$ cat src/rtl/mem_sim_pkg.sv
// Shared types and constants for the memory-timing simulation blocks.
package mem_sim_pkg;

    // Wait-timer FSM states.
    typedef enum logic [1:0] {
        IDLE  = 2'd0,
        COUNT = 2'd1,
        DONE  = 2'd2
    } timer_state_t;

    // CPU clocks per DIMM clock on the reference platform.
    localparam int CPU_PER_DIMM = 2;

    // CPU clock period in femtoseconds (3.2 GHz).
    localparam int CPU_PERIOD_FS = 312500;

endpackage

$ cat src/rtl/dimm_phase_gen.sv
// DIMM clock phase generator: divides enabled CPU clocks by DIV, emits a
// registered one-clock tick per completed DIMM cycle and counts those ticks.
module dimm_phase_gen #(
    parameter int DIV   = 2,
    parameter int CNT_W = 64
) (
    input  logic             clock,
    input  logic             reset,
    input  logic             run,
    output logic             tick_edge,
    output logic             dimm_tick,
    output logic [CNT_W-1:0] dimm_cycles
);

    localparam int PH_W = (DIV > 2) ? $clog2(DIV) : 1;
    localparam logic [PH_W-1:0] LAST = PH_W'(DIV - 1);

    logic [PH_W-1:0] phase;

    // Combinational "this enabled edge completes a DIMM cycle"; the timer FSM
    // uses it so its decrement lines up with the registered dimm_tick.
    assign tick_edge = run && (phase == LAST);

    // Advance phase on enabled edges; tick and count on the wrap edge.
    always_ff @(posedge clock or posedge reset) begin
        if (reset) begin
            phase       <= '0;
            dimm_tick   <= 1'b0;
            dimm_cycles <= '0;
        end else if (run) begin
            dimm_tick <= tick_edge;
            if (tick_edge) begin
                phase       <= '0;
                dimm_cycles <= dimm_cycles + CNT_W'(1);
            end else begin
                phase <= phase + PH_W'(1);
            end
        end else begin
            dimm_tick <= 1'b0;
        end
    end

endmodule

$ cat src/rtl/dimm_cycle_timer.sv
// DIMM cycle timer: counts enabled CPU clocks and DIMM cycles, and times
// waits of wait_len DIMM cycles with an IDLE/COUNT/DONE FSM.
// enable is active-low: 0 runs the block, 1 freezes all state.
module dimm_cycle_timer
    import mem_sim_pkg::*;
#(
    parameter int DIV    = CPU_PER_DIMM,
    parameter int CNT_W  = 64,
    parameter int WAIT_W = 8
) (
    input  logic              clock,
    input  logic              reset,
    input  logic              enable,
    input  logic              start,
    input  logic [WAIT_W-1:0] wait_len,
    output logic              dimm_tick,
    output logic [CNT_W-1:0]  cpu_cycles,
    output logic [CNT_W-1:0]  dimm_cycles,
    output logic              busy,
    output logic              done,
    output timer_state_t      state_dbg
);

    generate
        if (DIV < 2) begin : g_bad_div
            $fatal(1, "dimm_cycle_timer: DIV must be at least 2");
        end
    endgenerate

    logic              run;
    logic              tick_edge;
    timer_state_t      state;
    timer_state_t      next_state;
    logic [WAIT_W-1:0] remaining;
    logic [WAIT_W-1:0] remaining_next;
    logic              busy_next;
    logic              done_next;

    assign run       = ~enable;
    assign state_dbg = state;

    dimm_phase_gen #(
        .DIV   (DIV),
        .CNT_W (CNT_W)
    ) u_phase (
        .clock       (clock),
        .reset       (reset),
        .run         (run),
        .tick_edge   (tick_edge),
        .dimm_tick   (dimm_tick),
        .dimm_cycles (dimm_cycles)
    );

    // State, remaining count, registered status outputs and CPU cycle counter.
    always_ff @(posedge clock or posedge reset) begin
        if (reset) begin
            state      <= IDLE;
            remaining  <= '0;
            busy       <= 1'b0;
            done       <= 1'b0;
            cpu_cycles <= '0;
        end else begin
            state     <= next_state;
            remaining <= remaining_next;
            busy      <= busy_next;
            done      <= done_next;
            if (run) begin
                cpu_cycles <= cpu_cycles + CNT_W'(1);
            end
        end
    end

    // Next state and remaining count. A tick landing on the load edge counts
    // toward the wait, so the load already takes it off; a wait that this
    // empties goes straight to DONE.
    always_comb begin
        next_state     = state;
        remaining_next = remaining;
        case (state)
            IDLE: begin
                if (start) begin
                    if (wait_len == '0) begin
                        next_state = DONE;
                    end else begin
                        remaining_next = wait_len - WAIT_W'(tick_edge);
                        next_state     = (remaining_next == '0) ? DONE : COUNT;
                    end
                end
            end
            COUNT: begin
                if (tick_edge) begin
                    remaining_next = remaining - WAIT_W'(1);
                    if (remaining == WAIT_W'(1)) begin
                        next_state = DONE;
                    end
                end
            end
            DONE:    next_state = IDLE;
            default: next_state = IDLE;
        endcase
        if (!run) begin
            next_state     = state;
            remaining_next = remaining;
        end
    end

    // Status outputs follow the state being entered; done drops on frozen edges.
    always_comb begin
        busy_next = (next_state == COUNT);
        done_next = run && (next_state == DONE);
    end

endmodule

$ cat config.mk
export PLATFORM = sky130hd
export DESIGN_NAME = dimm_cycle_timer
export DESIGN_NICKNAME = d
export VERILOG_FILES = /design/src/rtl/mem_sim_pkg.sv /design/src/rtl/dimm_phase_gen.sv /design/src/rtl/dimm_cycle_timer.sv
export SDC_FILE = /design/constraint.sdc
export NUM_CORES = 1
export LEC_CHECK = 0
export CAP_MARGIN = 20
export CORE_ASPECT_RATIO = 1.4
export CORE_MARGIN = 4
export CORE_UTILIZATION = 56
export CTS_CLUSTER_DIAMETER = 60
export DETAILED_ROUTE_END_ITERATION = 8
export GPL_TIMING_DRIVEN = 0
export PLACE_DENSITY = 0.86
export SYNTH_ARGS = -nofsm -noshare
export SYNTH_HDL_FRONTEND = slang
export SYNTH_SLANG_ARGS = --single-unit
export TNS_END_PERCENT = 20
$ cat constraint.sdc
create_clock -name clock -period 7.31 [get_ports clock]
set_input_delay 1.0965 -clock clock [delete_from_list [all_inputs] [get_ports clock]]
set_output_delay 1.0965 -clock clock [all_outputs]
set_load 0.01 [all_outputs]
Yosys cells after proc, flatten, opt, wreduce, memory -nomap -nowiden --
Index checks and enable logic that the tools add are counted.
Operators by class: $add $sub $neg 5, equality and inequality tests 7, muxes and demuxes 13, bitwise operators 1, reduce and logical (&&, ||, !) cells 8
Operators with widths (number):
- 64-bit by 1-bit adder with 64-bit output (second input constant) | 2
- 8-bit 2-to-1 mux | 3
- 8-bit zero test | 2
- 8-bit one-hot mux with 2 select lines | 1
- 2-bit 2-to-1 mux | 6
- 8-bit by 1-bit == test with 1-bit output (second input constant) | 1
- 8-bit by 1-bit subtractor with 8-bit output | 1
- 8-bit by 1-bit subtractor with 8-bit output (second input constant) | 1
- 2-bit != test (second input constant) | 3
- 5-bit AND reduction | 1
- 2-bit by 1-bit == test with 1-bit output (second input constant) | 2
- 2-bit one-hot mux with 2 select lines | 1
- 2-bit == test (second input constant) | 1
- 1-bit logical AND | 2
- 2-bit zero test | 1
- 1-bit 2-to-1 mux | 2
- 2-bit AND reduction | 1
- 2-bit nonzero test | 1
- 1-bit adder (second input constant) | 1
- 1-bit NOT | 1
Word-level totals: bits in registers 142, bits of input ports 12, output and inout bits 133, word-level logic and storage cells 42

Longest topological paths before layout --
Gate-level depths: netlist of the first run.
word-level depth 11, depth in mapped cells 9, gate-level depth less buffers 8

Cells and area by module --
From an unflattened synthesis of the first run, not the netlist that was laid out.
Unflattened totals: cell total of the unflattened synthesis 670, area, all modules 7164.4 sq um
Modules (own cells, without submodules):
- dimm_cycle_timer | times used 1, cells an instance 373, area an instance 3933.8 sq um, seq. area each 1901.8 sq um
- dimm_phase_gen | times used 1, cells an instance 297, area an instance 3230.6 sq um, seq. area each 1651.6 sq um

Least setup slack after synthesis of the first run --
OpenSTA, ideal clock, no wires.
path kind input-to-reg, start input port enable, end register u_phase.dimm_cycles[59], library setup time 0.126 ns, data arrival time 2.703 ns, slack 4.481 ns, stages 5, path buffers 0, path through and2b_2 -> nand4_4 -> or4_4 -> or4_4 -> xnor2_2
Between the ends: longest elaborated chain between the ends 3
Ends and longest elaborated chain:
- start, declared | RTL line dimm_cycle_timer.sv:13 | input logic enable,
- 1-bit NOT (no line) *
- 1-bit logical AND | RTL line dimm_phase_gen.sv:22 | assign tick_edge = run && (phase == LAST);
- 2-bit AND reduction (no line) *
- end signal, assigned | RTL line dimm_phase_gen.sv:34 | dimm_cycles <= dimm_cycles + CNT_W'(1);
- end, declared | RTL line dimm_phase_gen.sv:12 | output logic [CNT_W-1:0] dimm_cycles
Mark *: on every way between the ends. The rest lies on a longest branch, timed or not. A chain may end at the register's enable or synchronous reset.

==> run_results.csv, run 1 <==
group,metric,value,unit
outcome,outcome,"completed",
global_route,grt_pass1_wl,29.51,mm
hold_path,hold_end,"u_phase.dimm_cycles[55]",
synthesis,synth_fp_nets,679,
pwr,power_frac_seq,43.6,%
placement,place_ws,3515,ps
global_route,grtUsageTotal,25.63,%
synthesis,syn-instance-count,660,
finish,layout-drive-gt1-share,8.862,%
worst_setup_path,worstReg2RegEnd,"cpu_cycles[60]",
finish,final_area,9220,sq um
pwr,p_int,1.565,mW
pwr,power_switching,0.5949,mW
sta,post-route-period-util,46.43,%
clock_network,cts_max_level,4,
sta,final_max_slew_viol_count,0,
synthesis,ys.warnings.count,0,
worst_setup_path,critPathSlowestCell,"nor4_1",
placement,post_dp_cell_area,8630,sq um
sta,slew_headroom,29.60,%
sta,finalHoldViolations,0,
clock_network,postCtsSetupRepairBufs,0,
finish,final_cell_mix,"dfrtp_1 (142), clkdlybuf4s50_1 (142), xnor2_1 (91)",
worst_setup_path,worstPathCellList,"clkdlybuf4s50_1 -> nand4b_1 -> nor4_1 -> nand4_1 -> nor3_1 -> xnor2_1",
pwr,ir_drop,0.1822,mV
flow_run,maxCapViolations,0,
worst_setup_path,r2r_setup_slack,4490,ps
sta,finalSetupTns,0,ps
finish,final_net_count,843,
worst_setup_path,crit_type,"in2reg",
floorplan,placementRows,47,
pwr,power.share.switching,27.54,%
route,avgRoutedWirePerCell,18.01,um
placement,routabilityCongestion,0.8493,
worst_setup_path,max_stage_delay,860,ps
sta,timing.fmax,0.2946,GHz
synthesis,ys_ff_latch,142,
synthesis,async_flop_share,100.0,%
worst_setup_path,r2r_start,"cpu_cycles[0]",
placement,hpwl,12.72,mm
clock_network,cts_buffers,17,
route,routed_wl,17.69,mm
worst_setup_path,arrival,3720,ps
synthesis,ys_seq_area_share,51.02,%
sta,setup_violations,0,
sta,skew,8.933,ps
global_route,grt_max_degree,69,
global_route,grt_pass1_vias,5914,
worst_setup_path,reg2reg_depth,6,
worst_setup_path,path_max_fanout,6,
worst_setup_path,worstSetupStartpointType,"input pin",
synthesis,syn_avg_cell_area,10.55,sq um
route,viasPerCell,5.832,
clock_network,cts.hold.buffers_added,0,
clock_network,cts_root_buf,"clkbuf_16",
clock_network,cts_resized,0,
global_route,antenna_found_initial,0,
synthesis,synth.distinct_cells,53,
synthesis,synth_area,6964,sq um
placement,port_buffers,142,
pwr,p_clk_share,39.8,%
floorplan,core,12000,sq um
finish,final_core_util,76.86,%
clock_network,cts.sinks,142,
route,vias,5727,
floorplan,io_pins,145,
pwr,pwr-share-comb,16.6,%
sta,rsz0062_at_grt,"no",
synthesis,synth_edf_count,0,
route,drt-pass1-iter-count,6,
finish,n_antenna_cell,0,
pwr,power.density,234.3,nW/um^2
sta,fin_crit,3394,ps
hold_path,min_from,"u_phase.dimm_cycles[55]",
worst_setup_path,cp-end-kind,"flop",
hold_path,hold_depth,1,
global_route,overflow,0,
clock_network,cts_tree,"yes",
route,ant_nets,0,
sta,tightest_slew,1047,ps
floorplan,fp.dieW,102.3,um
sta,worst_slack,3916,ps
route,drt_iter0_drc,392,
floorplan,dieHeight,140.0,um
clock_network,cts_max_path_buffers,2,
clock_network,clk_pin_slew,60,ps
floorplan,initial_core_util,58.05,%
clock_network,clk_latency,410,ps
hold_path,hold_path_class,"reg2reg",
route,drc,0,
pwr,leakagePower,3.977,nW
synthesis,synth_top_flop_cell,"dfrtp_1",
finish,synthToLayoutAreaGrowth,32.39,%
floorplan,dieArea,14310,sq um
worst_setup_path,crit_required,7630,ps
state kept, by name, indices dropped and copies added (netlist names):
| signal | count |
|---|---|
| u_phase.dimm_cycles | 64 |
| cpu_cycles | 64 |
| u_phase.phase | 1 |
| done | 1 |
| remaining | 8 |
| busy | 1 |
| u_phase.dimm_tick | 1 |
| state_dbg | 2 |
cell type report:
type                            instances  area (sq um)
Clock inverter                         12         146.4
Sequential cell                       142          3553
Multi-Input combinational cell        487          3292
Inverter                               19         76.32
Fill cell                             796          2776
Clock buffer                           18         439.2
Buffer                                 12         47.55
Timing Repair Buffer                  145          1481
Tap cell                              147         183.9
Yosys cell counts, types with 10 or more instances:
library cell  count  area share (%)
xnor2_1          91              11
nand4_1          37             3.3
inv_1            19             1.0
a21oi_1          11            0.79
and3_1           14             1.3
nor3_1           22             1.6
xor2_1           41             5.2
nor4_1           12             1.1
clkbuf_1         10            0.54
nand3_1          52             3.7
dfrtp_1         142              51
nand2_1          63             3.4
nor2_1           39             2.1
worst max path at each step:
stage                     startpoint                      end  slack, ps  cells after the start
after floorplan                reset                     busy       2400                      1
after global placement         reset           cpu_cycles[34]        640                      2
after detailed placement      enable  u_phase.dimm_cycles[54]       3520                      7
after CTS                     enable           cpu_cycles[60]       3910                      6
after global routing          enable           cpu_cycles[60]       3670                      6
final                         enable           cpu_cycles[60]       3920                      6
power by group through the flow:
| stage | clock, mW | sequential (mW) | combinational [mW] |
|---|---|---|---|
| finish | 0.860 | 0.941 | 0.359 |
| global placement | 0 | 0.943 | 0.335 |
| detailed placement | 0 | 0.948 | 0.355 |
| CTS | 0.867 | 0.938 | 0.360 |
| global route | 0.909 | 0.950 | 0.392 |
| floorplan | 0 | 0.947 | 0.194 |
worst max-delay path: cells and delay by family:
kind          cells  cell delay (ps)
simple gates      4             1990
buf+inv           1              480
xor+xnor          1              160
logic make-up after synthesis:
| family | count (synthesis) | share of synthesized area (%) |
|---|---|---|
| adder cells (fa/ha/maj) | 7 | 1.258 |
| AND/OR/NAND/NOR | 313 | 25.87 |
| XOR/XNOR | 134 | 17.07 |
| AO/OA/AOI/OAI | 31 | 2.749 |
| multiplexers | 2 | 0.3234 |
| buffers and inverters | 31 | 1.707 |
| flip-flops | 142 | 51.02 |
per-stage QoR:
stage / hold slack, ps / cells / total power [mW]
floorplan: 466.0 / 660 / 1.141
global placement: 473.7 / 949 / 1.278
detailed placement: 474.7 / 951 / 1.303
CTS: 486.1 / 981 / 2.165
global route: 501.9 / 982 / 2.252
finish: 483.5 / 982 / 2.160
metal layers:
| layer | routed length, um | track usage, % |
|---|---|---|
| met3 | 1127 | 5.174 |
| met2 | 9130 | 43.99 |
| met4 | 395 | 9.399 |
| met5 | 0 | 0 |
| met1 | 7032 | 31.56 |
No activity file was read; power rests on OpenSTA's default activity.
==> inputs of run 2 (changes only) <==
Settings changed: CORE_UTILIZATION 56 to 52, PLACE_DENSITY 0.86 to 0.81.
Clock period 7.31 ns to 3.5 ns, I/O delays scaled along.
==> run_results.csv, run 2 (same netlist as run 1, synthesis figures left out) <==
group,metric,value,unit
clock_network,cts_buffers,17,
route,drc,0,
sta,holdWs,485.7,ps
route,avgRoutedWirePerCell,16.71,um
route,routed_wl,16.96,mm
finish,final_net_count,843,
floorplan,placementRows,49,
floorplan,dieArea,15330,sq um
route,viasPerCell,5.563,
sta,skew,8.520,ps
worst_setup_path,worstSetupStartpointType,"input pin",
floorplan,fp.dieW,105.8,um
clock_network,clk_latency,410,ps
global_route,grt_pass1_wl,28.23,mm
global_route,grt_max_degree,45,
clock_network,cts_root_buf,"clkbuf_16",
clock_network,cts.sinks,142,
route,drt_iter0_drc,268,
worst_setup_path,crit_required,3830,ps
sta,final_max_slew_viol_count,0,
worst_setup_path,crit_type,"in2reg",
placement,place_inst,983,
hold_path,hold_path_class,"reg2reg",
route,vias,5646,
clock_network,cts_resized,0,
clock_network,cts.hold.buffers_added,0,
global_route,grtUsageTotal,22.62,%
clock_network,postCtsSetupRepairBufs,0,
placement,hpwl,12.81,mm
global_route,overflow,0,
pwr,ir_drop,0.3791,mV
floorplan,core,13000,sq um
sta,slew_headroom,26.94,%
outcome,outcome,"completed",
global_route,antenna_found_initial,0,
global_route,grt_pass1_vias,5710,
placement,port_buffers,142,
pwr,power.density,482.1,nW/um^2
clock_network,clk_pin_slew,60,ps
flow_run,maxCapViolations,0,
hold_path,hold_depth,1,
floorplan,io_pins,145,
sta,post-route-period-util,80.97,%
sta,fin_crit,2834,ps
worst_setup_path,reg2reg_depth,6,
floorplan,initial_core_util,53.58,%
sta,tightest_slew,1087,ps
placement,post_dp_cell_area,8672,sq um
worst_setup_path,cp-end-kind,"flop",
worst_setup_path,path_max_fanout,6,
sta,setup_violations,0,
floorplan,dieHeight,144.9,um
finish,synthToLayoutAreaGrowth,32.93,%
worst_setup_path,critPathSlowestCell,"nor4_1",
clock_network,cts_tree,"yes",
placement,routabilityCongestion,0.8586,
worst_setup_path,arrival,3160,ps
pwr,leakagePower,3.960,nW
worst_setup_path,worstPathCellList,"clkdlybuf4s50_1 -> nand4b_1 -> nor4_1 -> nand4_1 -> nor3_1 -> xor2_1",
clock_network,cts_max_path_buffers,2,
sta,rsz0062_at_grt,"no",
finish,layoutNonFillerInstCount,1015,
finish,reg_top3,"cpu_cycles (64), u_phase.dimm_cycles (64), remaining (8)",
worst_setup_path,max_stage_delay,870,ps
finish,final_cell_mix,"dfrtp_1 (142), clkdlybuf4s50_1 (142), xnor2_1 (91)",
finish,layout-drive-gt1-share,8.841,%
sta,finalSetupTns,0,ps
sta,timing.fmax,0.3528,GHz
route,ant_nets,0,
finish,n_antenna_cell,0,
finish,final_area,9258,sq um
route,drt-pass1-iter-count,5,
finish,final_core_util,71.23,%
clock_network,cts_max_level,4,
sta,finalHoldViolations,0,
==> run 2: cell types whose count changed in the layout (fill, tap and decap cells not counted), moves of 2 or more <==
cell / delta
clkinv_4: +3
clkinv_2: -4
buf_16: -2
buf_12: +3
clkinvlp_4: +2
clkbuf_1: +2
==> run 2: where the power goes <==
part | switching [mW] | internal [mW]
logic | 0.380 | 0.363
clock network | 0.696 | 1.07
registers | 0.171 | 1.78
==> run 2: worst max-delay path, delay by kind of cell <==
kind	cells	cell delay, ps
xor+xnor	1	180
buf+inv	1	470
simple gates	4	1990
==> run 2: path summary, 6_finish.rpt <==
kind	endpoint	start	slack [ps]
max	cpu_cycles[46]	enable	670
min	cpu_cycles[57]	cpu_cycles[57]	490
max reg2reg	cpu_cycles[46]	cpu_cycles[0]	680
min reg2reg	cpu_cycles[57]	cpu_cycles[57]	490
max in group asynchronous	u_phase.dimm_cycles[16]	reset	2100
min in group asynchronous	u_phase.dimm_cycles[55]	reset	530
==> run 2: cell type report <==
| class | instances | area, sq um |
|---|---|---|
| clock inverter | 12 | 138.9 |
| sequential | 142 | 3553 |
| clock buffer | 20 | 446.7 |
| tap | 178 | 222.7 |
| inverter | 19 | 75.07 |
| timing repair buffer | 145 | 1481 |
| buffer | 12 | 47.55 |
| fill | 973 | 3740 |
| multi-input combinational | 487 | 3292 |
==> run 2: layer usage <==
layer	track usage, %	vias to the layer above	wire length, um
met2	38.76	196	8674
met1	27.54	2762	6955
met5	0	-	0
met4	8.814	0	446
li1	-	2649	-
met3	5.289	39	884
==> run 2: per-stage QoR <==
| stage | total power, mW | worst slack, ps |
|---|---|---|
| after floorplan | 2.384 | 1198 |
| after global placement | 2.670 | 33.69 |
| after detailed placement | 2.721 | 277.1 |
| after CTS | 4.497 | 694.7 |
| after global routing | 4.665 | 443.8 |
| final | 4.463 | 665.9 |
==> inputs of run 3 (changes only) <==
Settings changed: CORE_UTILIZATION 52 to 47, PLACE_DENSITY 0.81 to 0.77.
Clock period 3.5 ns to 2.45 ns, I/O delays scaled along.
==> run_results.csv, run 3 (same netlist as run 1, synthesis figures left out) <==
group,metric,value,unit
outcome,outcome,"completed",
sta,finalHoldViolations,0,
global_route,antenna_found_initial,0,
sta,rsz0062_at_grt,"yes",
global_route,grt_pass1_vias,6001,
finish,final_core_util,65.01,%
clock_network,cts.sinks,142,
worst_setup_path,cp-end-kind,"flop",
worst_setup_path,reg2reg_depth,7,
global_route,grt_max_degree,45,
global_route,overflow,0,
finish,synthToLayoutAreaGrowth,35.43,%
worst_setup_path,crit_type,"reg2reg",
clock_network,cts_root_buf,"clkbuf_16",
finish,final_cell_mix,"dfrtp_1 (142), clkdlybuf4s50_1 (141), xnor2_1 (91)",
clock_network,cts.hold.buffers_added,0,
finish,final_common_cell,"dfrtp_1",
clock_network,cts_tree,"yes",
placement,routabilityCongestion,0.8244,
finish,nFillCells,1131,
finish,layout-drive-gt1-share,10.78,%
hold_path,hold_path_class,"in2async",
route,avgRoutedWirePerCell,17.38,um
floorplan,io_pins,145,
finish,reg_top3,"cpu_cycles (64), u_phase.dimm_cycles (64), remaining (8)",
worst_setup_path,path_max_fanout,5,
floorplan,fp.dieW,110.9,um
floorplan,initial_core_util,48.00,%
floorplan,core,14510,sq um
sta,holdWs,384.9,ps
route,drt-pass1-iter-count,5,
route,drt_iter0_drc,183,
floorplan,dieHeight,152.0,um
route,vias,5728,
clock_network,cts_max_path_buffers,2,
pwr,leakagePower,4.111,nW
route,viasPerCell,5.545,
sta,setup_violations,0,
finish,n_antenna_cell,0,
route,ant_nets,0,
placement,port_buffers,142,
global_route,grt_pass1_wl,29.73,mm
floorplan,dieArea,16860,sq um
sta,tightest_slew,684.9,ps
global_route,grtUsageTotal,21.31,%
route,routed_wl,17.95,mm
sta,fin_crit,2429,ps
sta,final_max_slew_viol_count,0,
pwr,power.density,696.7,nW/um^2
worst_setup_path,worstSetupStartpointType,"flop",
sta,timing.fmax,0.4118,GHz
clock_network,clk_pin_slew,70,ps
clock_network,clk_latency,420,ps
clock_network,cts_max_level,4,
pwr,ir_drop,0.4769,mV
sta,skew,13.86,ps
worst_setup_path,crit_required,2750,ps
worst_setup_path,arrival,2730,ps
clock_network,cts_buffers,17,
route,drc,0,
sta,post-route-period-util,99.13,%
flow_run,maxCapViolations,0,
sta,slew_headroom,53.92,%
placement,hpwl,13.28,mm
floorplan,placementRows,52,
finish,final_net_count,850,
run 3: per-layer routing:
metal  vias up  GRT usage, %  wire [um]
li1       2670             -          -
met1      2829         25.72       7263
met2       185         36.86       9341
met3        44         4.258        856
met4         0         9.272        487
met5         -             0          0
run 3: report_power, final:
| part | switching [mW] | internal (mW) | total, mW |
|---|---|---|---|
| clock network | 1.06 | 1.65 | 2.71 |
| registers | 0.257 | 2.54 | 2.80 |
| logic | 0.538 | 0.525 | 1.06 |
run 3: timing repair:
action | in CTS | in global routing
setup endpoints to repair | 31 | 48
setup buffers | 0 | 7
gates resized for setup | 4 | 13
pin swaps | 1 | 6
run 3: layout make-up:
| cell class | instances | area, sq um | share of cell area (%) |
|---|---|---|---|
| Clock inverter | 14 | 180.2 | 1.910 |
| Buffer | 12 | 55.05 | 0.5837 |
| Tap cell | 189 | 236.5 | 2.507 |
| Sequential cell | 142 | 3553 | 37.68 |
| Clock buffer | 18 | 439.2 | 4.656 |
| Inverter | 19 | 75.07 | 0.7960 |
| Multi-Input combinational cell | 487 | 3356 | 35.58 |
| Timing Repair Buffer | 152 | 1536 | 16.29 |
run 3: final timing paths:
| kind | from | to | slack [ps] |
|---|---|---|---|
| setup / recovery | cpu_cycles[0] | cpu_cycles[34] | 20 |
| hold reg to reg | u_phase.dimm_cycles[55] | u_phase.dimm_cycles[55] | 490 |
| max in group asynchronous | reset | u_phase.dimm_cycles[6] | 1160 |
| hold / removal | reset | cpu_cycles[45] | 380 |
| setup reg to reg | cpu_cycles[0] | cpu_cycles[34] | 20 |
| min in group clock | u_phase.dimm_cycles[55] | u_phase.dimm_cycles[55] | 490 |
run 3: worst max-delay path, stage by stage, from the launching register on:
cell      delay (ps)
dfrtp_1          420
ha_1             260
nand4b_1         280
or4_1            660
nor3_4           240
buf_4            170
nand4_1          130
xnor2_1          160
run 3: metrics by stage:
| stage | setup slack [ps] | total power, mW | TNS [ps] | instances | cell area, sq um |
|---|---|---|---|---|---|
| after CTS | -169.2 | 6.604 | -1016 | 1026 | 9328 |
| after detailed placement | -743.0 | 3.886 | -26220 | 994 | 8686 |
| after floorplan | 218.7 | 3.405 | 0 | 660 | 6968 |
| after global placement | -892.6 | 3.822 | -145660 | 991 | 8626 |
| after global routing | -78.48 | 6.867 | -360.6 | 1033 | 9432 |
| final | 21.42 | 6.571 | 0 | 1033 | 9432 |
